$ cat src/rtl/i2c_axi_req_arbiter_if.sv
// AXI-Lite link between the request arbiter (master) and the I2C master wrapper (slave).
interface i2c_axi_req_arbiter_if #(
  parameter int ADDR_W = 4,
  parameter int DATA_W = 32
);
  logic [ADDR_W-1:0]   awaddr;
  logic [2:0]          awprot;
  logic                awvalid;
  logic                awready;
  logic [DATA_W-1:0]   wdata;
  logic [DATA_W/8-1:0] wstrb;
  logic                wvalid;
  logic                wready;
  logic [1:0]          bresp;
  logic                bvalid;
  logic                bready;
  logic [ADDR_W-1:0]   araddr;
  logic [2:0]          arprot;
  logic                arvalid;
  logic                arready;
  logic [DATA_W-1:0]   rdata;
  logic [1:0]          rresp;
  logic                rvalid;
  logic                rready;

  modport master (
    output awaddr, awprot, awvalid, input awready,
    output wdata, wstrb, wvalid, input wready,
    input bresp, bvalid, output bready,
    output araddr, arprot, arvalid, input arready,
    input rdata, rresp, rvalid, output rready
  );

  modport slave (
    input awaddr, awprot, awvalid, output awready,
    input wdata, wstrb, wvalid, output wready,
    output bresp, bvalid, input bready,
    input araddr, arprot, arvalid, output arready,
    output rdata, rresp, rvalid, input rready
  );
endinterface

$ cat src/rtl/i2c_axi_req_arbiter.sv
// Round-robin arbiter sharing one AXI-Lite I2C master between NUM_REQ requesters.
// Optional i2c_irq watchdog with abort is enabled by defining I2C_ARB_TIMEOUT_EN.
module i2c_axi_req_arbiter #(
  parameter int NUM_REQ            = 4,
  parameter int C_M_AXI_ADDR_WIDTH = 4,
  parameter int C_M_AXI_DATA_WIDTH = 32,
  parameter int TIMEOUT_CYCLES     = 65535
) (
  input  logic                 clk,
  input  logic                 rst,
  input  logic [NUM_REQ-1:0]   req,
  input  logic [NUM_REQ-1:0]   req_rnw,
  input  logic [NUM_REQ*7-1:0] req_dev,
  input  logic [NUM_REQ*8-1:0] req_wdata,
  output logic [NUM_REQ-1:0]   done,
  output logic [7:0]           rsp_rdata,
  output logic                 rsp_err,
  output logic                 busy,
  input  logic                 i2c_irq,
  i2c_axi_req_arbiter_if.master m_axi
);
  localparam int IDXW = (NUM_REQ > 1) ? $clog2(NUM_REQ) : 1;
  localparam int AW   = C_M_AXI_ADDR_WIDTH;
  localparam int DW   = C_M_AXI_DATA_WIDTH;

  typedef enum logic [2:0] {IDLE, W_DEV, W_TXD, W_CTRL, WAIT_IRQ, R_STAT, DONE} state_t;

  state_t          state, state_n;
  logic [IDXW-1:0] last_gnt, idx, sel, pos;
  logic            found;
  logic            lat_rnw;
  logic [6:0]      lat_dev;
  logic [7:0]      lat_wdata;
  logic            aw_done, w_done, ar_done;
  logic [7:0]      rx_byte;
  logic            nack, axi_err, timed_out, timeout_hit;
  logic            in_write, aw_hs, w_hs, b_hs, ar_hs, r_hs;
  logic            unused_rdata;

`ifdef I2C_ARB_TIMEOUT_EN
  logic [31:0] cnt;

  always_ff @(posedge clk) begin
    if (!rst || state != WAIT_IRQ) cnt <= '0;
    else                           cnt <= cnt + 32'd1;
  end

  assign timeout_hit = (state == WAIT_IRQ) && !i2c_irq && (cnt == 32'(TIMEOUT_CYCLES));
`else
  localparam int unused_timeout = TIMEOUT_CYCLES;
  assign timeout_hit = 1'b0;
`endif

  // First pending requester strictly after the last grant, wrapping around.
  always_comb begin
    sel   = last_gnt;
    found = 1'b0;
    pos   = '0;
    for (int k = 1; k <= NUM_REQ; k++) begin
      pos = IDXW'((int'(last_gnt) + k) % NUM_REQ);
      if (!found && req[pos]) begin
        found = 1'b1;
        sel   = pos;
      end
    end
  end

  assign in_write = (state == W_DEV) || (state == W_TXD) || (state == W_CTRL);

  assign m_axi.awvalid = in_write && !aw_done;
  assign m_axi.wvalid  = in_write && !w_done;
  assign m_axi.bready  = in_write && aw_done && w_done;
  assign m_axi.arvalid = (state == R_STAT) && !ar_done;
  assign m_axi.rready  = (state == R_STAT) && ar_done;
  assign m_axi.awprot  = 3'b000;
  assign m_axi.arprot  = 3'b000;
  assign m_axi.wstrb   = '1;
  assign m_axi.araddr  = AW'(4'hC);

  assign aw_hs = m_axi.awvalid && m_axi.awready;
  assign w_hs  = m_axi.wvalid  && m_axi.wready;
  assign b_hs  = m_axi.bvalid  && m_axi.bready;
  assign ar_hs = m_axi.arvalid && m_axi.arready;
  assign r_hs  = m_axi.rvalid  && m_axi.rready;

  assign unused_rdata = ^m_axi.rdata[DW-1:9];

  // After a watchdog expiry the CTRL write carries 0 to abort the peripheral.
  always_comb begin
    m_axi.awaddr = '0;
    m_axi.wdata  = '0;
    unique case (state)
      W_DEV:  m_axi.wdata = DW'({lat_rnw, lat_dev});
      W_TXD: begin
        m_axi.awaddr = AW'(4'h4);
        m_axi.wdata  = DW'(lat_wdata);
      end
      W_CTRL: begin
        m_axi.awaddr = AW'(4'h8);
        m_axi.wdata  = DW'(!timed_out);
      end
      default: ;
    endcase
  end

  always_comb begin
    state_n = state;
    unique case (state)
      IDLE:     if (found) state_n = W_DEV;
      W_DEV:    if (b_hs) state_n = lat_rnw ? W_CTRL : W_TXD;
      W_TXD:    if (b_hs) state_n = W_CTRL;
      W_CTRL:   if (b_hs) state_n = timed_out ? R_STAT : WAIT_IRQ;
      WAIT_IRQ: begin
        if (i2c_irq)          state_n = R_STAT;
        else if (timeout_hit) state_n = W_CTRL;
      end
      R_STAT:   if (r_hs) state_n = DONE;
      DONE:     state_n = IDLE;
      default:  state_n = IDLE;
    endcase
  end

  always_ff @(posedge clk) begin
    if (!rst) state <= IDLE;
    else      state <= state_n;
  end

  always_ff @(posedge clk) begin
    if (!rst) begin
      last_gnt  <= IDXW'(NUM_REQ - 1);
      idx       <= '0;
      lat_rnw   <= 1'b0;
      lat_dev   <= '0;
      lat_wdata <= '0;
      aw_done   <= 1'b0;
      w_done    <= 1'b0;
      ar_done   <= 1'b0;
      rx_byte   <= '0;
      nack      <= 1'b0;
      axi_err   <= 1'b0;
      timed_out <= 1'b0;
    end else begin
      case (state)
        IDLE: if (found) begin
          idx       <= sel;
          lat_rnw   <= req_rnw[sel];
          lat_dev   <= req_dev[sel*7 +: 7];
          lat_wdata <= req_wdata[sel*8 +: 8];
          rx_byte   <= '0;
          nack      <= 1'b0;
          axi_err   <= 1'b0;
          timed_out <= 1'b0;
        end
        W_DEV, W_TXD, W_CTRL: begin
          if (aw_hs) aw_done <= 1'b1;
          if (w_hs)  w_done  <= 1'b1;
          if (b_hs) begin
            aw_done <= 1'b0;
            w_done  <= 1'b0;
            if (m_axi.bresp != 2'b00) axi_err <= 1'b1;
          end
        end
        WAIT_IRQ: if (timeout_hit) timed_out <= 1'b1;
        R_STAT: begin
          if (ar_hs) ar_done <= 1'b1;
          if (r_hs) begin
            ar_done <= 1'b0;
            rx_byte <= m_axi.rdata[7:0];
            nack    <= m_axi.rdata[8];
            if (m_axi.rresp != 2'b00) axi_err <= 1'b1;
          end
        end
        DONE: last_gnt <= idx;
        default: ;
      endcase
    end
  end

  // Write transactions and aborted ones always return a zero data byte.
  always_comb begin
    done      = '0;
    rsp_rdata = '0;
    rsp_err   = 1'b0;
    if (state == DONE) begin
      done[idx] = 1'b1;
      rsp_rdata = (lat_rnw && !timed_out) ? rx_byte : 8'h00;
      rsp_err   = nack | axi_err | timed_out;
    end
  end

  assign busy = (state != IDLE);
endmodule

$ cat src/flat_wrapper.sv
// flat-port wrapper written by rule: the top's interface ports become plain ports
module i2c_axi_req_arbiter_flat 
#(
  parameter int NUM_REQ            = 4,
  parameter int C_M_AXI_ADDR_WIDTH = 4,
  parameter int C_M_AXI_DATA_WIDTH = 32,
  parameter int TIMEOUT_CYCLES     = 65535
)
  (clk, rst, req, req_rnw, req_dev, req_wdata, done, rsp_rdata, rsp_err, busy, i2c_irq, m_axi_awaddr, m_axi_awprot, m_axi_awvalid, m_axi_awready, m_axi_wdata, m_axi_wstrb, m_axi_wvalid, m_axi_wready, m_axi_bresp, m_axi_bvalid, m_axi_bready, m_axi_araddr, m_axi_arprot, m_axi_arvalid, m_axi_arready, m_axi_rdata, m_axi_rresp, m_axi_rvalid, m_axi_rready);
  i2c_axi_req_arbiter_if #(.ADDR_W(4), .DATA_W(32)) m_axi_i ();
  input  logic clk;
  input  logic rst;
  input  logic [NUM_REQ-1:0] req;
  input  logic [NUM_REQ-1:0] req_rnw;
  input  logic [NUM_REQ*7-1:0] req_dev;
  input  logic [NUM_REQ*8-1:0] req_wdata;
  output logic [NUM_REQ-1:0] done;
  output logic [7:0] rsp_rdata;
  output logic rsp_err;
  output logic busy;
  input  logic i2c_irq;
  output wire logic [$bits(m_axi_i.awaddr)-1:0] m_axi_awaddr;
  output wire logic [$bits(m_axi_i.awprot)-1:0] m_axi_awprot;
  output wire logic [$bits(m_axi_i.awvalid)-1:0] m_axi_awvalid;
  input wire logic [$bits(m_axi_i.awready)-1:0] m_axi_awready;
  output wire logic [$bits(m_axi_i.wdata)-1:0] m_axi_wdata;
  output wire logic [$bits(m_axi_i.wstrb)-1:0] m_axi_wstrb;
  output wire logic [$bits(m_axi_i.wvalid)-1:0] m_axi_wvalid;
  input wire logic [$bits(m_axi_i.wready)-1:0] m_axi_wready;
  input wire logic [$bits(m_axi_i.bresp)-1:0] m_axi_bresp;
  input wire logic [$bits(m_axi_i.bvalid)-1:0] m_axi_bvalid;
  output wire logic [$bits(m_axi_i.bready)-1:0] m_axi_bready;
  output wire logic [$bits(m_axi_i.araddr)-1:0] m_axi_araddr;
  output wire logic [$bits(m_axi_i.arprot)-1:0] m_axi_arprot;
  output wire logic [$bits(m_axi_i.arvalid)-1:0] m_axi_arvalid;
  input wire logic [$bits(m_axi_i.arready)-1:0] m_axi_arready;
  input wire logic [$bits(m_axi_i.rdata)-1:0] m_axi_rdata;
  input wire logic [$bits(m_axi_i.rresp)-1:0] m_axi_rresp;
  input wire logic [$bits(m_axi_i.rvalid)-1:0] m_axi_rvalid;
  output wire logic [$bits(m_axi_i.rready)-1:0] m_axi_rready;
  assign m_axi_awaddr = m_axi_i.awaddr;
  assign m_axi_awprot = m_axi_i.awprot;
  assign m_axi_awvalid = m_axi_i.awvalid;
  assign m_axi_i.awready = m_axi_awready;
  assign m_axi_wdata = m_axi_i.wdata;
  assign m_axi_wstrb = m_axi_i.wstrb;
  assign m_axi_wvalid = m_axi_i.wvalid;
  assign m_axi_i.wready = m_axi_wready;
  assign m_axi_i.bresp = m_axi_bresp;
  assign m_axi_i.bvalid = m_axi_bvalid;
  assign m_axi_bready = m_axi_i.bready;
  assign m_axi_araddr = m_axi_i.araddr;
  assign m_axi_arprot = m_axi_i.arprot;
  assign m_axi_arvalid = m_axi_i.arvalid;
  assign m_axi_i.arready = m_axi_arready;
  assign m_axi_i.rdata = m_axi_rdata;
  assign m_axi_i.rresp = m_axi_rresp;
  assign m_axi_i.rvalid = m_axi_rvalid;
  assign m_axi_rready = m_axi_i.rready;
  i2c_axi_req_arbiter #(.NUM_REQ(NUM_REQ), .C_M_AXI_ADDR_WIDTH(C_M_AXI_ADDR_WIDTH), .C_M_AXI_DATA_WIDTH(C_M_AXI_DATA_WIDTH), .TIMEOUT_CYCLES(TIMEOUT_CYCLES)) u_core (.clk(clk), .rst(rst), .req(req), .req_rnw(req_rnw), .req_dev(req_dev), .req_wdata(req_wdata), .done(done), .rsp_rdata(rsp_rdata), .rsp_err(rsp_err), .busy(busy), .i2c_irq(i2c_irq), .m_axi(m_axi_i));
endmodule
$ cat config.mk
export PLATFORM = sky130hd
export DESIGN_NAME = i2c_axi_req_arbiter_flat
export DESIGN_NICKNAME = d
export VERILOG_FILES = /design/src/rtl/i2c_axi_req_arbiter_if.sv /design/src/rtl/i2c_axi_req_arbiter.sv /design/src/flat_wrapper.sv
export SDC_FILE = /design/constraint.sdc
export NUM_CORES = 1
export LEC_CHECK = 0
export CAP_MARGIN = 10
export CELL_PAD_IN_SITES_DETAIL_PLACEMENT = 1
export CELL_PAD_IN_SITES_GLOBAL_PLACEMENT = 1
export CORE_UTILIZATION = 26
export CTS_BUF_LIST = sky130_fd_sc_hd__clkbuf_2 sky130_fd_sc_hd__clkbuf_4 sky130_fd_sc_hd__clkbuf_8
export DETAILED_ROUTE_END_ITERATION = 8
export GPL_TIMING_DRIVEN = 0
export PLACE_DENSITY = 0.86
export SETUP_SLACK_MARGIN = 0.1
export SLEW_MARGIN = 0
export SYNTH_ARGS = -nofsm -noshare
export SYNTH_HDL_FRONTEND = slang
export SYNTH_SLANG_ARGS = --single-unit
$ cat constraint.sdc
create_clock -name clk -period 3 [get_ports clk]
set_clock_uncertainty 0.05 [all_clocks]
set_input_delay 0.45 -clock clk [delete_from_list [all_inputs] [get_ports clk]]
set_output_delay 0.45 -clock clk [all_outputs]
set_load 0.1 [all_outputs]
Word level (Yosys, flattened, before mapping):

Cells that the tools add are included.

* flip-flop bits (word level): 36
* latch bits: 0
* RAM bits: 0
* memory bits (read-only): 0
* output and inout bits: 69
* memories: 0

* add/subtract/negate cells: 4
* $mul: 1
* div/mod/pow operators: 0
* order comparisons: 7
* equal/unequal tests: 15
* shift operators: 2
* multiplexer cells: 51
* bitwise gates (word level): 1
* reductions and logical operators: 40

Operators with widths (count)
* 2-to-1 mux 8 bit: 4
* variable part select 32 x 6 -> 8 bit: 1
* variable part select 28 x 6 -> 7 bit: 1
* 2-to-1 mux 1 bit: 24
* case mux 8 bit (3 select lines): 1
* less-than comparator 2 x 3 -> 1 bit (second input constant): 6
* 2-to-1 mux 3 bit: 6
* case mux 3 bit (6 select lines): 1
* case mux 8 bit (2 select lines): 1
* logical AND 1 bit: 15
* != test 2 x 1 -> 1 bit (second input constant): 7
* AND reduction 6 bit: 2
* nonzero test 2 bit: 6
* binary-select mux 1 bit (select 2 bit): 5
* == test 3 bit (second input constant): 3
* 2-to-1 mux 2 bit: 4
* case mux 4 bit (2 select lines): 1
* AND reduction 2 bit: 4
* == test 3 x 2 -> 1 bit (second input constant): 2
* logical NOT 1 bit: 6
* nonzero test 3 bit: 2
* multiplier 2 x 3 -> 5 bit (second input constant): 1
* adder 2 x 1 -> 2 bit (second input constant): 2
* adder 2 bit (second input constant): 2
* other kinds (12): 14

Logic depth before layout (Yosys ltp):

Gate-level depths: netlist of the first run.

* depth in word-level cells: 15
* gate-level depth with buffers: 8
* gate-level depth less buffers: 5

Worst setup path before layout of the first run:

Ideal clock, no wire load.

* kind: register to output
* from: register u_core.state[2]
* to: output done[0]
* arrival: 3.190 ns
* path slack: -0.690 ns
* stages on the path, launching flop included: 6
* path buffers: 3
* cell sequence: dfxtp_1 > buf_6 > clkbuf_1 > clkbuf_1 > nand2_1 > nor3_1

* cells in the longest elaborated chain, start to end: 2

RTL lines
* start, declared: RTL line i2c_axi_req_arbiter.sv:28 `state_t state, state_n;`
* start signal, assigned: RTL line i2c_axi_req_arbiter.sv:125 `else state <= state_n;`
* == test 3 bit: RTL line i2c_axi_req_arbiter.sv:184 `if (state == DONE) begin`
* 2-to-1 mux 4 bit: RTL line i2c_axi_req_arbiter.sv:184
* end, declared: RTL line flat_wrapper.sv:17 `output logic [NUM_REQ-1:0] done;`

Every way passes these cells.

Worst setup path after layout of the first run:

* from: register u_core.state[2]
* to: output m_axi_awaddr[3]

* cells in the longest elaborated chain, start to end: 2
* elaborated cells on any way between the ends: 3
* classes of those cells: eq/ne (2); mux (1)

RTL lines
* == test 3 x 2 -> 1 bit: RTL line i2c_axi_req_arbiter.sv:92 `unique case (state)`
* case mux 4 bit (2 select lines) *: RTL line i2c_axi_req_arbiter.sv:92
* end, declared: RTL line flat_wrapper.sv:22 `output wire logic [$bits(m_axi_i.awaddr)-1:0] m_axi_awaddr;`

Mark *: on every way between the ends. The rest lies on a longest branch, timed or not.

==> results_dict.tcl, run 1 <==
set metrics [dict create \
    cts_buffer_depth 2 \
    drc 0 \
    ioPinCount 181 \
    post-cts-setup-buffer-count 0 \
    grt_setup_unrepaired "no" \
    grt.total_usage_pct 19.3 \
    reg2reg_to "u_core.lat_dev[1]" \
    ys_types 43 \
    slew_headroom_pct 34.8 \
    fin_crit_ns 2.76 \
    holdPathStages 1 \
    final_nets 611 \
    clk_latency_ns 0.28 \
    ir_drop_mv 0.288 \
    worst_slew_pin_slew_ns 0.976 \
    r2r_start "u_core.last_gnt[1]" \
    fmax_mhz 362 \
    synth_area_mm2 0.00262 \
    min_from "u_core.axi_err" \
    synth_edf_count 0 \
    tritoncts "done" \
    fin_crit_sh_pct 92.0 \
    antenna_found_initial 0 \
    setup.worst_path.class "flop to output port" \
    core_area_mm2 0.00977 \
    r2r_slack_ns 0.78 \
    syn_area_per_cell_um2 7.78 \
    postSynthCellCount 337 \
    wire_per_inst_um 15.9 \
    start_util_pct 26.8 \
    core.rowCount 36 \
    total_power_mw 1.59 \
    drive_gt1_share_pct 19.0 \
    status "finished clean" \
    rr_worst_depth 6 \
    hold_path_class "flop to flop" \
    dieArea_mm2 0.0105 \
    hold_viol 0 \
    grt_pass1_vias 3156 \
    vias_per_cell 4.91 \
    grt-ovfl-total 0 \
    power.leakage_nw 1.75 \
    clock_sinks 36 \
    num_vias 3108 \
    gp_congestion 0.899 \
    synth_flop_cell "dfxtp_1" \
    grt_pass1_wl_um 15800 \
    die_w_um 102 \
    endpoint_kind "output port" \
    die_h_um 102 \
    timing.hold.ws_ns 0.425 \
    syn_to_final_growth_pct 60.3 \
    root_buffer "clkbuf_8" \
    first_pass_iters 4 \
    wl_um 10000 \
    crit_fanout 10 \
    cts.clk_slew.worst_paths_ns 0.08 \
    min_to "u_core.axi_err" \
    setup_violations 0 \
    cap_viol_max_count 0 \
    htreeDepth 2 \
    yosysSeqAreaShare_pct 27.5 \
    slew_violations 0 \
    startpoint_type "flop" \
    tns_ns 0 \
    antenna_cells 0 \
    drt.antenna.violating_nets 0 \
    grt_max_degree 13 \
    crit_arrival_ns 2.26 \
    critPathRequiredTime_ns 2.50 \
    postCtsHoldBufs 0 \
    post-dp-hpwl_um 8000 \
    dp_worst_setup_slack_ns -0.331 \
    fill_cells 1217 \
    cts_inserted_buffers 5 \
    numPortBuffers 117 \
    post-route-worst-setup-slack_ns 0.239 \
    yosys_warnings 0 \
    async_flop_share_pct 0 \
    p_per_area_mw_per_mm2 379 \
    synth_seq_cells 36 \
    drtIter0Drc 102 \
]
## stage by stage
stage / instance area (um2) / util, % / instances
6_report: 4200 / 43.0 / 633
5_1_grt: 4200 / 43.0 / 633
4_1_cts: 4210 / 43.1 / 633
3_5_place_dp: 4110 / 42.0 / 625
3_3_place_gp: 4110 / 42.0 / 625
2_1_floorplan: 2770 / - / 375
## where the power goes
group	total [mW]	switching, mW	internal, mW
Sequential	0.525	0.0203	0.505
Clock	0.432	0.185	0.246
Combinational	0.636	0.427	0.209
## what timing repair did
item / CTS / global route
setup endpoints to repair: 24 / 25
pin swaps: 0 / 0
resized for setup: 80 / 13
## final cells by class
cell class                 instances  area (um2)  area share, %
buffer                            65         420           10.0
clock buffer                       5        68.8           1.64
clock inverter                     3        42.5           1.01
inverter                           3        11.3          0.268
multi-input combinational        271        1620           38.6
sequential                        36         721           17.1
tap                              133         166           3.96
timing repair buffer             117        1150           27.4
## Yosys cell counts (all sizes together), types with 4 or more instances
master	number	area, um2
o31ai	12	90.1
nand2	9	33.8
nand3b	12	90.1
a32oi	16	140
and2	9	56.3
buf	50	362
dfxtp	36	721
nor2	30	115
nand2b	6	37.5
nand3	22	115
o211ai	5	37.5
mux2i	4	40.0
clkbuf	15	56.3
a21oi	24	120
and3	4	25.0
nor2b	13	81.3
a22oi	16	120
nand4	13	81.3
o21ai	7	35.0
nor3	6	30.0
## worst max-delay path by stage
stage | from | end | slack (ns) | depth (start not counted)
final | u_core.state[2] | m_axi_awaddr[3] | 0.24 | 4
after global placement | u_core.state[2] | done[0] | -0.29 | 6
after global routing | u_core.state[2] | rsp_rdata[2] | 0.12 | 5
after floorplan | u_core.state[2] | done[0] | -0.69 | 5
after CTS | u_core.state[2] | rsp_err | 0.11 | 6
after detailed placement | u_core.state[2] | done[2] | -0.33 | 6
## metal layers
metal	vias up	track usage (%)	share of wire [%]	wire, um
met5	-	0	0	0
met4	0	4.29	1.9	192
met3	14	4.58	7.2	727
met2	129	35.3	50	5070
met1	1479	22.8	40	4050
li1	1486	-	-	-
## cell usage in the layout, fill, tap and decap left out, types with 5 or more instances in the layout
master | synthesis | layout
a21oi_1 | 24 | 24
a22oi_1 | 16 | 16
a32oi_1 | 16 | 16
and2_1 | 9 | 9
buf_2 | 7 | 10
buf_4 | 42 | 44
clkbuf_1 | 15 | 13
clkbuf_2 | 0 | 6
clkbuf_8 | 0 | 5
clkdlybuf4s15_2 | 0 | 14
clkdlybuf4s50_1 | 0 | 92
conb_1 | 2 | 40
dfxtp_1 | 36 | 36
nand2_1 | 9 | 9
nand2b_1 | 6 | 6
nand3_1 | 21 | 21
nand3b_1 | 12 | 12
nand4_1 | 13 | 13
nor2_1 | 29 | 28
nor2b_1 | 13 | 13
nor3_1 | 6 | 5
o211ai_1 | 5 | 5
o21ai_0 | 7 | 7
o31ai_1 | 12 | 12
## sequential cells by signal (all words and copies together), names as in the netlist
name / cells
u_core.lat_wdata: 8
u_core.rx_byte: 8
u_core.lat_dev: 7
u_core.state: 3
u_core.idx: 2
u_core.last_gnt: 2
u_core.ar_done: 1
u_core.aw_done: 1
u_core.axi_err: 1
u_core.lat_rnw: 1
u_core.nack: 1
u_core.w_done: 1
## logic make-up after synthesis
kind of cell | after synthesis | synth area share (%)
other | 2 | 0.287
buffers and inverters | 68 | 16.4
DFF | 36 | 27.5
muxes | 4 | 1.53
and+or+nand+nor | 132 | 28.9
AOI/OAI and AO/OA | 95 | 25.4
## worst max-delay path: stages, from the launching register on
cell and delay (ns):
dfxtp_1 0.32, buf_6 0.13, nand2b_1 0.20, nor2_1 0.17, clkdlybuf4s50_1 1.16
Note: power is estimated with default switching activity, not from simulation.
==> run 2, diff against run 1 <==
ABC_AREA = 1   (was not set)
CORE_UTILIZATION = 27   (was 26)
==> run 2 against run 1 <==
  * Highest routed layer unchanged
  * Utilization is 1.1 points lower
  * Critical path type unchanged
  * Maximum frequency is 0.48% lower
  * Largest power group unchanged
  * Final cell count rose by 25%
  * Sequential cell count did not move
  * Global-route usage fell by 1.3 points
  * Critical path depth increased by 4
  * Design area increased by 9.5%
  * Worst hold slack worse by 0.029 ns
  * Combinational power increased to 3.7 times the previous value
==> results_dict.tcl, run 2 <==
set metrics [dict create \
    syn_area_per_cell_um2 6.28 \
    critical_path.slowest_cell "buf_2" \
    final_nets 764 \
    crit_fanout 8 \
    grt.total_usage_pct 18.0 \
    yosysTopAreaCellShare_pct 23.4 \
    slew_headroom_pct 33.7 \
    grt-ovfl-total 0 \
    synthTopCellsByArea "dfxtp_1 23%, nand2_1 19%, buf_4 11%" \
    synth_edf_count 0 \
    setup_violations 0 \
    start_util_pct 28.1 \
    p_per_area_mw_per_mm2 744 \
    r2r_slack_ns 0.95 \
    core_area_mm2 0.0110 \
    yosysSeqAreaShare_pct 23.4 \
    hold_viol 0 \
    wire_per_inst_um 13.1 \
    wl_um 10400 \
    slowest_delay_ns 0.48 \
    critPathRequiredTime_ns 2.50 \
    antenna_cells 0 \
    syn_to_final_growth_pct 49.2 \
    postSynthCellCount 491 \
    crit_path_frequent_cell "inv_1" \
    synth_area_mm2 0.00308 \
    worstPathCellList "buf_4, inv_2, nor2_2, inv_1, nor2_1, inv_1, o21ai_0, buf_2" \
    p_sw_mw 1.98 \
    reg.largest.list "u_core.lat_wdata (8), u_core.rx_byte (8), u_core.lat_dev (7)" \
    cts.clk_slew.worst_paths_ns 0.07 \
    reg2reg_to "u_core.lat_dev[5]" \
    ir_drop_mv 0.582 \
    async_flop_share_pct 0 \
    root_buffer "clkbuf_8" \
    die_h_um 109 \
    drt.antenna.violating_nets 0 \
    min_from "u_core.axi_err" \
    synth.largest_area_cell "dfxtp_1" \
    fin_crit_ns 2.77 \
    gp_congestion 0.818 \
    final_common_cell "nand2_1" \
    yosysMostFrequentCell "nand2_1" \
    drtIter0Drc 114 \
    cap_viol_max_count 0 \
    ioPinCount 181 \
    slew_violations 0 \
    seqPwrFrac_pct 20.0 \
    postCtsHoldBufs 0 \
    worst_slew_pin_slew_ns 0.992 \
    startpoint_type "flop" \
    power.leakage_nw 2.26 \
    tns_ns 0 \
    clock_sinks 36 \
    post-route-util_pct 41.9 \
    post-dp-hpwl_um 8690 \
    dieArea_mm2 0.0119 \
    cts_inserted_buffers 5 \
    rr_worst_depth 12 \
    grt_pass1_vias 3667 \
    drc 0 \
    numPortBuffers 116 \
    crit_arrival_ns 2.27 \
    synth_seq_cells 36 \
    fill_cells 1479 \
    htreeDepth 2 \
    ys_types 32 \
    startpoint "u_core.state[0]" \
    clk_latency_ns 0.28 \
    vias_per_cell 4.38 \
    drive_gt1_share_pct 22.8 \
    endpoint_kind "output port" \
    r2r_start "u_core.last_gnt[1]" \
    die_w_um 109 \
    core.rowCount 38 \
    antenna_found_initial 0 \
    hold_path_class "flop to flop" \
    grt_setup_unrepaired "yes" \
    fin_crit_sh_pct 92.5 \
    holdPathStages 2 \
    first_pass_iters 4 \
    pwr-share-clk_pct 10.8 \
    grt_pass1_wl_um 17100 \
    setup.worst_path.class "flop to output port" \
    comb_power_share_pct 69.2 \
    cts_buffer_depth 2 \
    yosys_warnings 0 \
    internal_power_mw 1.45 \
    grt_max_degree 11 \
    layout_common_cells "153 x nand2_1, 87 x clkdlybuf4s50_1, 50 x nand3_1, 46 x buf_4, 40 x conb_1" \
    synth_flop_cell "dfxtp_1" \
    tritoncts "done" \
    swShare_pct 57.7 \
    num_vias 3472 \
    synthTopCellsByCount "153 x nand2_1, 50 x nand3_1, 46 x buf_4" \
    fmax_mhz 360 \
    status "finished clean" \
    min_to "u_core.axi_err" \
]
run 2: cell count changes in the layout (fill, tap and decap cells not counted), sizes merged, moves of 12 or more:
cell	change
nand2	+169
inv	+42
buf	+12
a22oi	-16
nor2b	-13
a32oi	-16
nand3	+41
run 2: per-layer routing:
metal  up-vias  part of all wire [%]  track usage, %
met4         0                   2.0            4.54
met3        14                   5.2            2.45
li1       1791                     -               -
met2       118                    48            33.2
met5         -                     0               0
met1      1549                    44            21.8
run 2: layout make-up:
cell class | count | area [um2] | area share (%)
Inverter | 47 | 183 | 3.97
Multi-Input combinational cell | 385 | 1890 | 41.1
Timing Repair Buffer | 116 | 1100 | 23.8
Tap cell | 140 | 175 | 3.81
Clock buffer | 8 | 97.6 | 2.12
Sequential cell | 36 | 721 | 15.7
Buffer | 61 | 439 | 9.54
run 2: power by group through the flow:
| stage | sequential (mW) | combinational [mW] | clock [mW] |
|---|---|---|---|
| floorplan | 0.674 | 1.85 | 0 |
| global route | 0.704 | 2.56 | 0.402 |
| CTS | 0.688 | 2.40 | 0.379 |
| detailed placement | 0.698 | 2.42 | 0 |
| finish | 0.686 | 2.37 | 0.369 |
| global placement | 0.689 | 2.35 | 0 |
run 2: worst max-delay path, delay by kind of cell (launching register included):
kind	cells	cell delay [ns]
compound gates	1	0.27
buf+inv	5	0.93
flops	1	0.31
simple gates	2	0.48
run 2: how the worst max path moves through the flow:
stage                     endpoint  slack [ns]  cells past startpoint
detailed placement         done[3]       -0.16                      7
global placement           done[3]       -0.04                      7
floorplan           m_axi_wdata[0]       -0.52                      7
finish              m_axi_wdata[3]        0.23                      8
CTS                   rsp_rdata[0]         0.1                      7
global route               done[3]        0.08                      7
run 2: cell families (layout without fill, tap and decap cells):
| kind of cell | after synthesis | after routing | share of synthesized area (%) |
|---|---|---|---|
| AOI/OAI and AO/OA | 51 | 51 | 10.1 |
| buffers and inverters | 108 | 232 | 20.2 |
| DFF | 36 | 36 | 23.4 |
| other | 2 | 40 | 0.243 |
| and+or+nand+nor | 294 | 294 | 46.1 |
run 2: repair_timing:
item                                    in CTS  in global routing
pin swaps                                    0                  0
gates resized for setup                     67                 40
buffers inserted                             0                  0
endpoints found under the setup margin      25                 21
run 2: per-stage QoR:
step                cells  cell area (um2)  power [mW]  setup WS [ns]  hold slack, ns
global route          793             4600        3.66         0.0800           0.442
global placement      785             4570        3.04        -0.0397           0.386
detailed placement    785             4570        3.12         -0.158           0.389
floorplan             529             3230        2.52         -0.516           0.376
finish                793             4600        3.43          0.225           0.396
CTS                   793             4680        3.46         0.0993           0.401
